### src/rtl/pm2.sv
// PM2: two-stage pipelined 2x2 unsigned multiplier.
// Operands are registered, then a partial-product array feeds the c register.
module pm2 #(
   parameter bit GATE_INPUTS = 1'b1
) (
   input  logic       clk,
   input  logic       rst_n,
   input  logic [1:0] a,
   input  logic [1:0] b,
   input  logic       in_valid,
   output logic [3:0] c,
   output logic       out_valid
);

   logic [1:0] a_q;
   logic [1:0] b_q;
   logic       v_q;

   logic pp00, pp10, pp01, pp11;
   logic k1;
   logic [3:0] prod;

   assign pp00 = a_q[0] & b_q[0];
   assign pp10 = a_q[1] & b_q[0];
   assign pp01 = a_q[0] & b_q[1];
   assign pp11 = a_q[1] & b_q[1];

   // two half adders complete the array
   assign k1      = pp10 & pp01;
   assign prod[0] = pp00;
   assign prod[1] = pp10 ^ pp01;
   assign prod[2] = pp11 ^ k1;
   assign prod[3] = pp11 & k1;

   always_ff @(posedge clk) begin
      if (!rst_n) begin
         a_q       <= '0;
         b_q       <= '0;
         v_q       <= 1'b0;
         c         <= '0;
         out_valid <= 1'b0;
      end else begin
         if (in_valid || !GATE_INPUTS) begin
            a_q <= a;
            b_q <= b;
         end
         v_q       <= in_valid;
         out_valid <= v_q;
         if (v_q) begin
            c <= prod;
         end
      end
   end

endmodule

### config.mk
export PLATFORM = sky130hd
export DESIGN_NAME = pm2
export DESIGN_NICKNAME = d
export VERILOG_FILES = /design/src/rtl/pm2.sv
export SDC_FILE = /design/constraint.sdc
export NUM_CORES = 1
export LEC_CHECK = 0
export ABC_AREA = 1
export CAP_MARGIN = 20
export CORE_AREA = 5 5 42 44
export DETAILED_ROUTE_END_ITERATION = 7
export DIE_AREA = 0 0 47 49
export PLACE_DENSITY = 0.64
export SLEW_MARGIN = 20
export SYNTH_ARGS = -nofsm -noshare
export SYNTH_HDL_FRONTEND = slang
export SYNTH_SLANG_ARGS = --single-unit
### constraint.sdc
create_clock -name clk -period 1.4 [get_ports clk]
set_clock_uncertainty 0.05 [all_clocks]
set_input_delay 0.14 -clock clk [delete_from_list [all_inputs] [get_ports clk]]
set_output_delay 0.14 -clock clk [all_outputs]
set_load 0.05 [all_outputs]
=== After elaboration in Yosys (flattened, before gate mapping) ===
Cells that the tools add are included.

* Register bits: 10
* Input port bits: 7
* Output and inout bits: 5
* Logic and storage cells: 13

* Bitwise logic cells: 8

{| class="wikitable"
|+ Operators with widths
! kind !! count
|-
| 1-bit AND || 6
|-
| 1-bit bitwise XOR || 2
|}

=== Logic depth before layout (Yosys ltp) ===
* Depth in word-level cells: 3
* Depth in mapped cells: 6
* Mapped depth without buffers: 6

=== Worst setup path before layout ===
OpenSTA, ideal clock, no wires.

* Path kind: reg-to-reg
* From: register b_q[0]
* To: register c[2]
* Library setup time: 114 ps
* Arrival: 918 ps
* Required time: 1236 ps
* Slack: 318 ps
* Stages on the path, launching flop included: 7
* Path buffers: 0
* Period minus slack after synthesis: 1082 ps
* Path through: dfxtp_1 nand2_1 inv_1 ha_1 ha_1 nand2_1 nand2_1

* Cells in the longest elaborated chain, start to end: 3

{| class="wikitable"
|+ RTL lines
! element !! line !! source
|-
| start, declared || 16 || <nowiki>logic [1:0] b_q;</nowiki>
|-
| start signal, assigned || 38 || <nowiki>b_q <= '0;</nowiki>
|-
| start signal, assigned || 45 || <nowiki>b_q <= b;</nowiki>
|-
| 1-bit AND || 24 || <nowiki>assign pp10 = a_q[1] & b_q[0];</nowiki>
|-
| 1-bit AND || 29 || <nowiki>assign k1 = pp10 & pp01;</nowiki>
|-
| 1-bit bitwise XOR || 32 || <nowiki>assign prod[2] = pp11 ^ k1;</nowiki>
|-
| net prod[2] || 21 || <nowiki>logic [3:0] prod;</nowiki>
|-
| end signal, assigned || 50 || <nowiki>c <= prod;</nowiki>
|-
| end, declared || 11 || <nowiki>output logic [3:0] c,</nowiki>
|}

The timed path passes the listed nets, and every way through them passes these cells.
A chain may end at the register's enable or synchronous reset.

=== Worst setup path after layout ===
* From: register a_q[1]
* To: register c[2]

* Cells in the longest elaborated chain, start to end: 3
* Elaborated cells on any way between the ends: 4
* Those cells by class: bitwise: 4

{| class="wikitable"
|+ RTL lines
! element !! line !! source
|-
| start, declared || 15 || <nowiki>logic [1:0] a_q;</nowiki>
|-
| start signal, assigned || 37 || <nowiki>a_q <= '0;</nowiki>
|-
| start signal, assigned || 44 || <nowiki>a_q <= a;</nowiki>
|-
| 1-bit AND || 24 ||
|-
| 1-bit AND || 29 ||
|-
| 1-bit bitwise XOR (*) || 32 ||
|-
| net prod[2] || 21 ||
|}

Mark *: on every way through the listed nets, which the timed path passes. The rest lies on a longest branch.

==> impl_metrics.json <==
{
  "synth_top_family_by_area": "simple AND/OR/NAND/NOR gates",
  "grtUsageTotal_pct": 7.07,
  "slew_viol_final": 0,
  "hold_class": "in2reg",
  "finalHoldViolations": 0,
  "crit_fanout": 3,
  "antenna_found_initial": 0,
  "antenna_cells": 0,
  "fmax_mhz": 888,
  "cts_tree": "built",
  "whs_path_depth": 5,
  "r2r_start": "a_q[1]",
  "ys_types": 11,
  "fp.dieH_um": 49,
  "drc": 0,
  "power_frac_clock_pct": 41.0,
  "crit_path_start_kind": "flip-flop",
  "synth_nets": 66,
  "seqPwrFrac_pct": 48.3,
  "setup_viol": 0,
  "dp_hpwl_um": 535,
  "r2r-end": "c[2]",
  "worstSetupPathType": "reg2reg",
  "clk_pin_slew_ps": 70,
  "fin_setup_tns_ps": 0,
  "initialDrtViolationCount": 0,
  "cts_max_level": 1,
  "core-area_um2": 1400,
  "num_rows": 14,
  "numCtsBuffers": 3,
  "dieWidth_um": 47,
  "synth-xor-area-share_pct": 0,
  "power.density_nw_per_um2": 1020,
  "grt_max_degree": 11,
  "maxCapViolCount": 0,
  "dieArea_um2": 2300,
  "grt_pass1_wl_um": 1170,
  "rsz0062_at_grt": "no",
  "ys_warn_count": 0,
  "post_cts_buffers": 0,
  "power.switching_uw": 144,
  "syn_area_per_cell_um2": 7.35,
  "synth_cells": 57,
  "ir_drop_mv": 0.492,
  "hold_buffers": 0,
  "place.port_buffers": 11,
  "cts_root_buf": "clkbuf_4",
  "fin_area_um2": 619,
  "worst_skew_pair.late_latency_ps": 270,
  "period_share_pct": 80.4,
  "nets": 80,
  "clockBufferDepth": 2,
  "synthMuxAreaShare_pct": 0,
  "synthesis.area_um2": 419,
  "num_vias": 359,
  "cts-resized-gates": 0,
  "worstMarginPinSlew_ps": 421,
  "area_growth_syn_to_layout_pct": 47.8,
  "layout.cells.non_filler": 86,
  "firstDrtPassIters": 1,
  "p_sw_share_pct": 22.7,
  "p_int_uw": 489,
  "io_pins": 12,
  "wire_per_inst_um": 7.91,
  "fin_crit_ps": 1130,
  "synth_compound_area_share_pct": 1.19,
  "end_kind": "flip-flop",
  "holdPathEnd": "a_q[0]",
  "drive_gt1_share_pct": 15.7,
  "place_area_um2": 583,
  "hp-start": "a[0]",
  "reg2reg_slack_ps": 270,
  "fill_cells": 144,
  "placedCellCount": 82,
  "synthAdderAreaFrac_pct": 5.97,
  "drt-vias-per-instance": 4.17,
  "reg2reg_depth": 6,
  "share_comb_of_total_power_pct": 10.6,
  "leakagePower_uw": 0.000334,
  "synth_seq_cells": 10,
  "grt_overflow_total": 0,
  "cts_sinks": 10,
  "start_util_pct": 29.9,
  "grt_pass1_vias": 314,
  "wl_um": 680,
  "worstPathRequired_ps": 1520,
  "max_slew_margin_pct": 71.8,
  "gp_congestion": 0.706,
  "critPathArrivalTime_ps": 1240,
  "yosysSeqAreaShare_pct": 47.8,
  "synth-simple-area-share_pct": 31.6,
  "status": "completed",
  "final_antenna_net_count": 0
}
-- logic make-up (layout without fill, tap and decap cells) --
group / Yosys count / count (layout)
DFF: 10 / 10
and+or+nand+nor: 32 / 32
buffers and inverters: 12 / 25
AOI/OAI and AO/OA: 1 / 1
adders and majority gates: 2 / 2
-- cells in the mapped netlist, drive strengths merged --
| cell | n | area share (%) |
|---|---|---|
| nand2 | 20 | 20 |
| dfxtp | 10 | 48 |
| inv | 10 | 9.6 |
| nor2 | 8 | 7.2 |
| nand3 | 4 | 4.8 |
| buf | 2 | 3.9 |
| ha | 2 | 6.0 |
| o21ai | 1 | 1.2 |
-- worst max path at each step --
stage,cells after the start,to,slack (ps),from
after floorplan,6,c[2],320,b_q[0]
after global placement,5,c[1],180,rst_n
after detailed placement,5,c[1],140,rst_n
after CTS,6,c[2],270,a_q[1]
after global routing,6,c[2],170,a_q[1]
final,6,c[2],270,a_q[1]
-- placed cells by master (no fill, tap or decap) --
cell type	instances
nand3_1	4
clkbuf_4	3
ha_1	2
clkbuf_8	1
nor2_1	8
o21ai_1	1
buf_12	5
inv_1	9
inv_4	1
nand2_4	1
nand2_1	19
dfxtp_1	10
clkdlybuf4s50_1	6
-- per-stage QoR --
stage               hold WS (ps)  utilization, %  power, uW  worst slack, ps
global route                 414            44.2        662              173
floorplan                    278               -        351              318
detailed placement           419            41.6        380              139
CTS                          417            44.2        638              268
global placement             417            41.6        379              180
finish                       412            44.2        633              274
-- power by group through the flow --
stage	Combinational, uW	Sequential (uW)	Clock, uW
after global routing	73.5	308	281
final	67.2	306	260
after detailed placement	67.7	312	0
after global placement	66.6	312	0
after CTS	68.0	306	264
after floorplan	33.1	318	0
-- state kept, by name, indices dropped and copies added (netlist names) --
register / count
a_q: 2
v_q: 1
c: 4
b_q: 2
out_valid: 1
-- layout make-up --
type	count	area, um2	area share (%)
Sequential cell	10	200	32.3
Multi-Input combinational cell	35	163	26.3
Timing Repair Buffer	11	160	25.9
Inverter	10	40.0	6.46
Clock buffer	4	36.3	5.86
Tap cell	16	20.0	3.23
-- metal layers --
metal | global-route usage, % | part of all wire [%]
met2 | 10.4 | 47
met5 | 0 | 0
met1 | 8.00 | 41
met3 | 3.32 | 10
met4 | 4.15 | 1.5
-- critical path, cell delays in order (launching register included) --
cell and delay [ps]:
dfxtp_1 330, nand2_1 60, inv_1 40, ha_1 180, ha_1 270, nand2_1 70
nand2_1 40
Note: power is estimated with default switching activity, not from simulation.
==> RTL change 1: new RTL, same settings <==
Set the parameter `GATE_INPUTS` to 1'b0 (it was 1'b1).
--- a/src/rtl/pm2.sv
+++ b/src/rtl/pm2.sv
@@ -3,3 +3,3 @@
 module pm2 #(
-   parameter bit GATE_INPUTS = 1'b1
+   parameter bit GATE_INPUTS = 1'b0
 ) (
Function: no difference found for any inputs over 10 cycles, from zero or initial values and one cycle with rst_n low; that may be too few to reach the edited logic, so the function may still have changed.
==> RTL change 1 against the unedited design <==
Design area decreased by 11%. Total power decreased by 14%. Utilization decreased by 4.6 points. Wire length decreased by 9.0%. Via count decreased by 15%. Area after synthesis decreased by 10%. Sequential cell count unchanged. Setup slack improved by 0.010 ns. Largest cell class unchanged.
==> RTL change 1: results (changes against the unedited design) <==
----------------------------------------------------
[Min path]
  Worst hold path endpoint ... a_q[0]
  Worst hold path cell count ... 3 (-2)

[Routing]
  Routed met1 length ... 266 um (-5.0%)
  1st-pass router iterations ... 1 (unchanged)
  Routed met2 length ... 262 um (-18%)
  Highest metal layer used by the detailed router ... met4
  DRT Wirelength ... 619 um (-9.0%)
  Number of vias after detailed routing ... 304 (-15%)

[Cells and area]
  Filler instances ... 157 (+9.0%)
  Net count reported at finish ... 70 (-13%)
  Proportion of layout cells with a drive suffix above 1 ... 0.169 (+0.0123)
  Final std cells w/o fill ... 75 (-13%)
  Largest registers ranked by flip-flop count ... c: 4 flops, a_q: 2 flops, b_q: 2 flops

[Placed design]
  Placed instance area ... 532 um2 (-8.8%)
  Placer's final routability congestion estimate ... 0.687 (-2.6%)
  Post-placement cell count ... 72 (-12%)
  HPWL after detailed placement ... 499 um (-6.7%)
  Setup Slack @ Placement ... 0.156 ns (+0.0170 ns)

[Logic synthesis]
  Count of yosys warnings during synthesis ... 0 (unchanged)
  Cell variety after synth ... 8 (-3)
  Number of nets produced by synthesis ... 55 (-17%)
  Largest cells by area after synthesis ... dfxtp_1 (53%), nand2_1 (17%), inv_1 (10%)
  Commonest cells post-synth ... nand2_1 (17), dfxtp_1 (10), inv_1 (10), nand3_1 (4), ha_1 (2)
  Share of the yosys chip area belonging to registers ... 0.533 (+0.0557)

[Clock tree]
  Clock slew at reported path FFs ... 0.06 ns
  CTS HTree Levels ... 1 (unchanged)
  Maximum count of clock buffers along a single path ... 2 (unchanged)

[Status]
  Run status ... complete, no violations

[Critical path]
  Max stage delay on crit path ... 0.31 ns (-0.02 ns)
  Startpoint of the worst-slack reg-to-reg timing path ... a_q[1]
  Arrival time reported for the critical path endpoint ... 1.23 ns
  Setup crit start kind ... flop
  Critical path peak fanout ... 2 (-1)

[Power]
  Max rail drop VDD ... 0.000501 V (+1.8%)
  Switching power ... 0.000124 W (-14%)
  Leakage power of the design ... 0.322 nW (-3.8%)

[GRT]
  Gr usage total ... 0.0630 (-0.00768)
  Wire length of the first global-routing pass ... 966 um (-18%)

[STA]
  Final hold slack ... 0.345 ns (-0.0666 ns)
  Normalized max-slew margin ... 0.730 (+0.0113)

----------------------------------------------------
-- RTL change 1: worst max path at each step --
stage                       to  slack, ns  cells after the start
final                     c[2]       0.28                      6
after global routing      c[2]       0.22                      6
after CTS                 c[2]       0.28                      6
after detailed placement  c[0]       0.16                      5
after global placement    c[3]       0.20                      5
after floorplan           c[2]       0.33                      6
-- RTL change 1: area by class of cell --
| class | instances | area [um2] | share of cell area |
|---|---|---|---|
| clock buffers | 3 | 22.5 | 0.0406 |
| flip-flops and latches | 10 | 200 | 0.361 |
| repair buffers | 11 | 148 | 0.266 |
| multi-input cells | 24 | 120 | 0.217 |
| inverters | 11 | 43.8 | 0.0790 |
| well taps | 16 | 20.0 | 0.0361 |
-- RTL change 1: logic make-up (layout without fill, tap and decap cells) --
group                      Yosys count  after routing  share of synthesized area
and+or+nand+nor                     22             22                      0.253
buffers and inverters               12             25                      0.147
DFF                                 10             10                      0.533
adders and majority gates            2              2                     0.0667
-- RTL change 1: tightest hold or removal path: cells and delay by family --
family | cells | cell delay, ns
buf+inv | 2 | 0.42
simple gates | 1 | 0.05
-- RTL change 1: power groups by stage --
stage,sequential [W],combinational (W),clock [W]
6_report,0.000300,0.0000514,0.000193
5_1_grt,0.000301,0.0000561,0.000212
4_1_cts,0.000300,0.0000521,0.000198
3_5_place_dp,0.000307,0.0000520,0
3_3_place_gp,0.000307,0.0000504,0
2_1_floorplan,0.000314,0.0000199,0
-- RTL change 1: per-layer routing --
layer,global-route usage,vias up
met5,0,-
met4,0.0553,0
li1,-,159
met1,0.0737,131
met3,0.0332,2
met2,0.0792,12
==> RTL change 2: new RTL, config.mk and constraints unchanged <==
Made on the original files. Remove the register `out_valid`: a continuous assignment takes its place, so the output `out_valid` follows one clock earlier.
--- a/src/rtl/pm2.sv
+++ b/src/rtl/pm2.sv
@@ -40,3 +40,2 @@
          c         <= '0;
-         out_valid <= 1'b0;
       end else begin
@@ -47,3 +46,2 @@
          v_q       <= in_valid;
-         out_valid <= v_q;
          if (v_q) begin
@@ -54,2 +52,4 @@
 
+   assign out_valid = v_q;
+
 endmodule
Formal check against the unedited RTL: not equivalent (Yosys sat finds a counterexample within 4 cycles, from zero or initial values and one cycle with rst_n low).
==> RTL change 2 against the unedited design <==
Wire length increased by 4.4%. Sequential cell count decreased by 1. Setup slack got worse by 0.036 ns. Critical path depth unchanged. Final cell count decreased by 12%. Design area decreased by 11%. Sequential share of layout area increased by 0.40 points. Area after synthesis decreased by 18%. Via count decreased by 8.6%. Clock power decreased by 23%. Total power decreased by 5.8%. Combinational power increased by 61%. Critical path type unchanged.
==> RTL change 2: results (changes against the unedited design) <==
----------------------------------------------------
[Placed design]
  HPWL after detailed placement ... 582 um (+8.8%)
  Placed instance area ... 524 um2 (-10%)
  Setup Slack @ Placement ... 0.232 ns (+0.0933 ns)
  Post-placement cell count ... 72 (-12%)

[Cells and area]
  Filler instances ... 152 (+5.6%)
  Area of combinational cells with multiple inputs ... 141 um2 (-13%)
  Proportion of layout cells with a drive suffix above 1 ... 0.133 (-0.0238)

[STA]
  Normalized max-slew margin ... 0.843 (+0.124)

[Logic synthesis]
  Cell variety after synth ... 7 (-4)
  Area share of the largest cell type after synthesis ... 0.524 (+0.0460)
  Commonest cells post-synth ... nor2_1 (15), dfxtp_1 (9), o21ai_0 (8), inv_1 (6), nand2_1 (4)
  Largest cells by area after synthesis ... dfxtp_1 (52%), nor2_1 (16%), o21ai_0 (12%)
  Average cell area after synthesis ... 7.65 um2 (+4.0%)

[Routing]
  Number of vias after detailed routing ... 328 (-8.6%)
  Violation count after the first detailed-routing iteration ... 9 (+9)
  DRT Wirelength ... 710 um (+4.4%)

[Power]
  Leakage power of the design ... 0.276 nW (-17%)
  Clock network power ... 0.000200 W (-23%)
  Relative contribution of the clock network to total power ... 0.335 (-0.075)
  Cell-internal power ... 0.000438 W (-10%)
  Power attributed to combinational cells ... 0.000108 W (+61%)

[Critical path]
  Arrival time reported for the critical path endpoint ... 1.27 ns (+0.03 ns)

[GRT]
  Wire length of the first global-routing pass ... 1.24 mm (+5.3%)
  Maximum number of pins on one net before global-route repair ... 10 (-1)
  Met2 demand-to-capacity share in global routing ... 0.111 (+0.00679)
  Gr usage total ... 0.0791 (+0.00842)
  GR Layer Usage met3 ... 0.0221 (-0.0111)

[Status]
  Run status ... complete, no violations

----------------------------------------------------
RTL change 2: cells by family after synthesis:
kind of cell / count (synthesis) / share of synthesized area
adders and majority gates: 2 / 0.0727
buffers and inverters: 6 / 0.0654
and+or+nand+nor: 19 / 0.207
DFF: 9 / 0.524
AOI/OAI and AO/OA: 9 / 0.131
RTL change 2: path summary, 6_finish.rpt:
kind	startpoint	end	slack, ns	depth (start not counted)
worst max-delay path	a_q[1]	c[2]	0.24	6
worst max register to register	a_q[1]	c[2]	0.24	6
worst min register to register	b_q[0]	b_q[0]	0.48	2
worst min-delay path	a[1]	a_q[1]	0.42	3
RTL change 2: per-layer routing:
layer	share of wire	wire [um]
met1	0.41	290
met2	0.52	367
met3	0.028	20
met4	0.046	33
met5	0	0
RTL change 2: final cells by class:
type,count,area share
repair buffers,11,0.291
multi-input cells,30,0.257
clock buffers,4,0.0477
inverters,6,0.0409
well taps,16,0.0364
flip-flops and latches,9,0.327
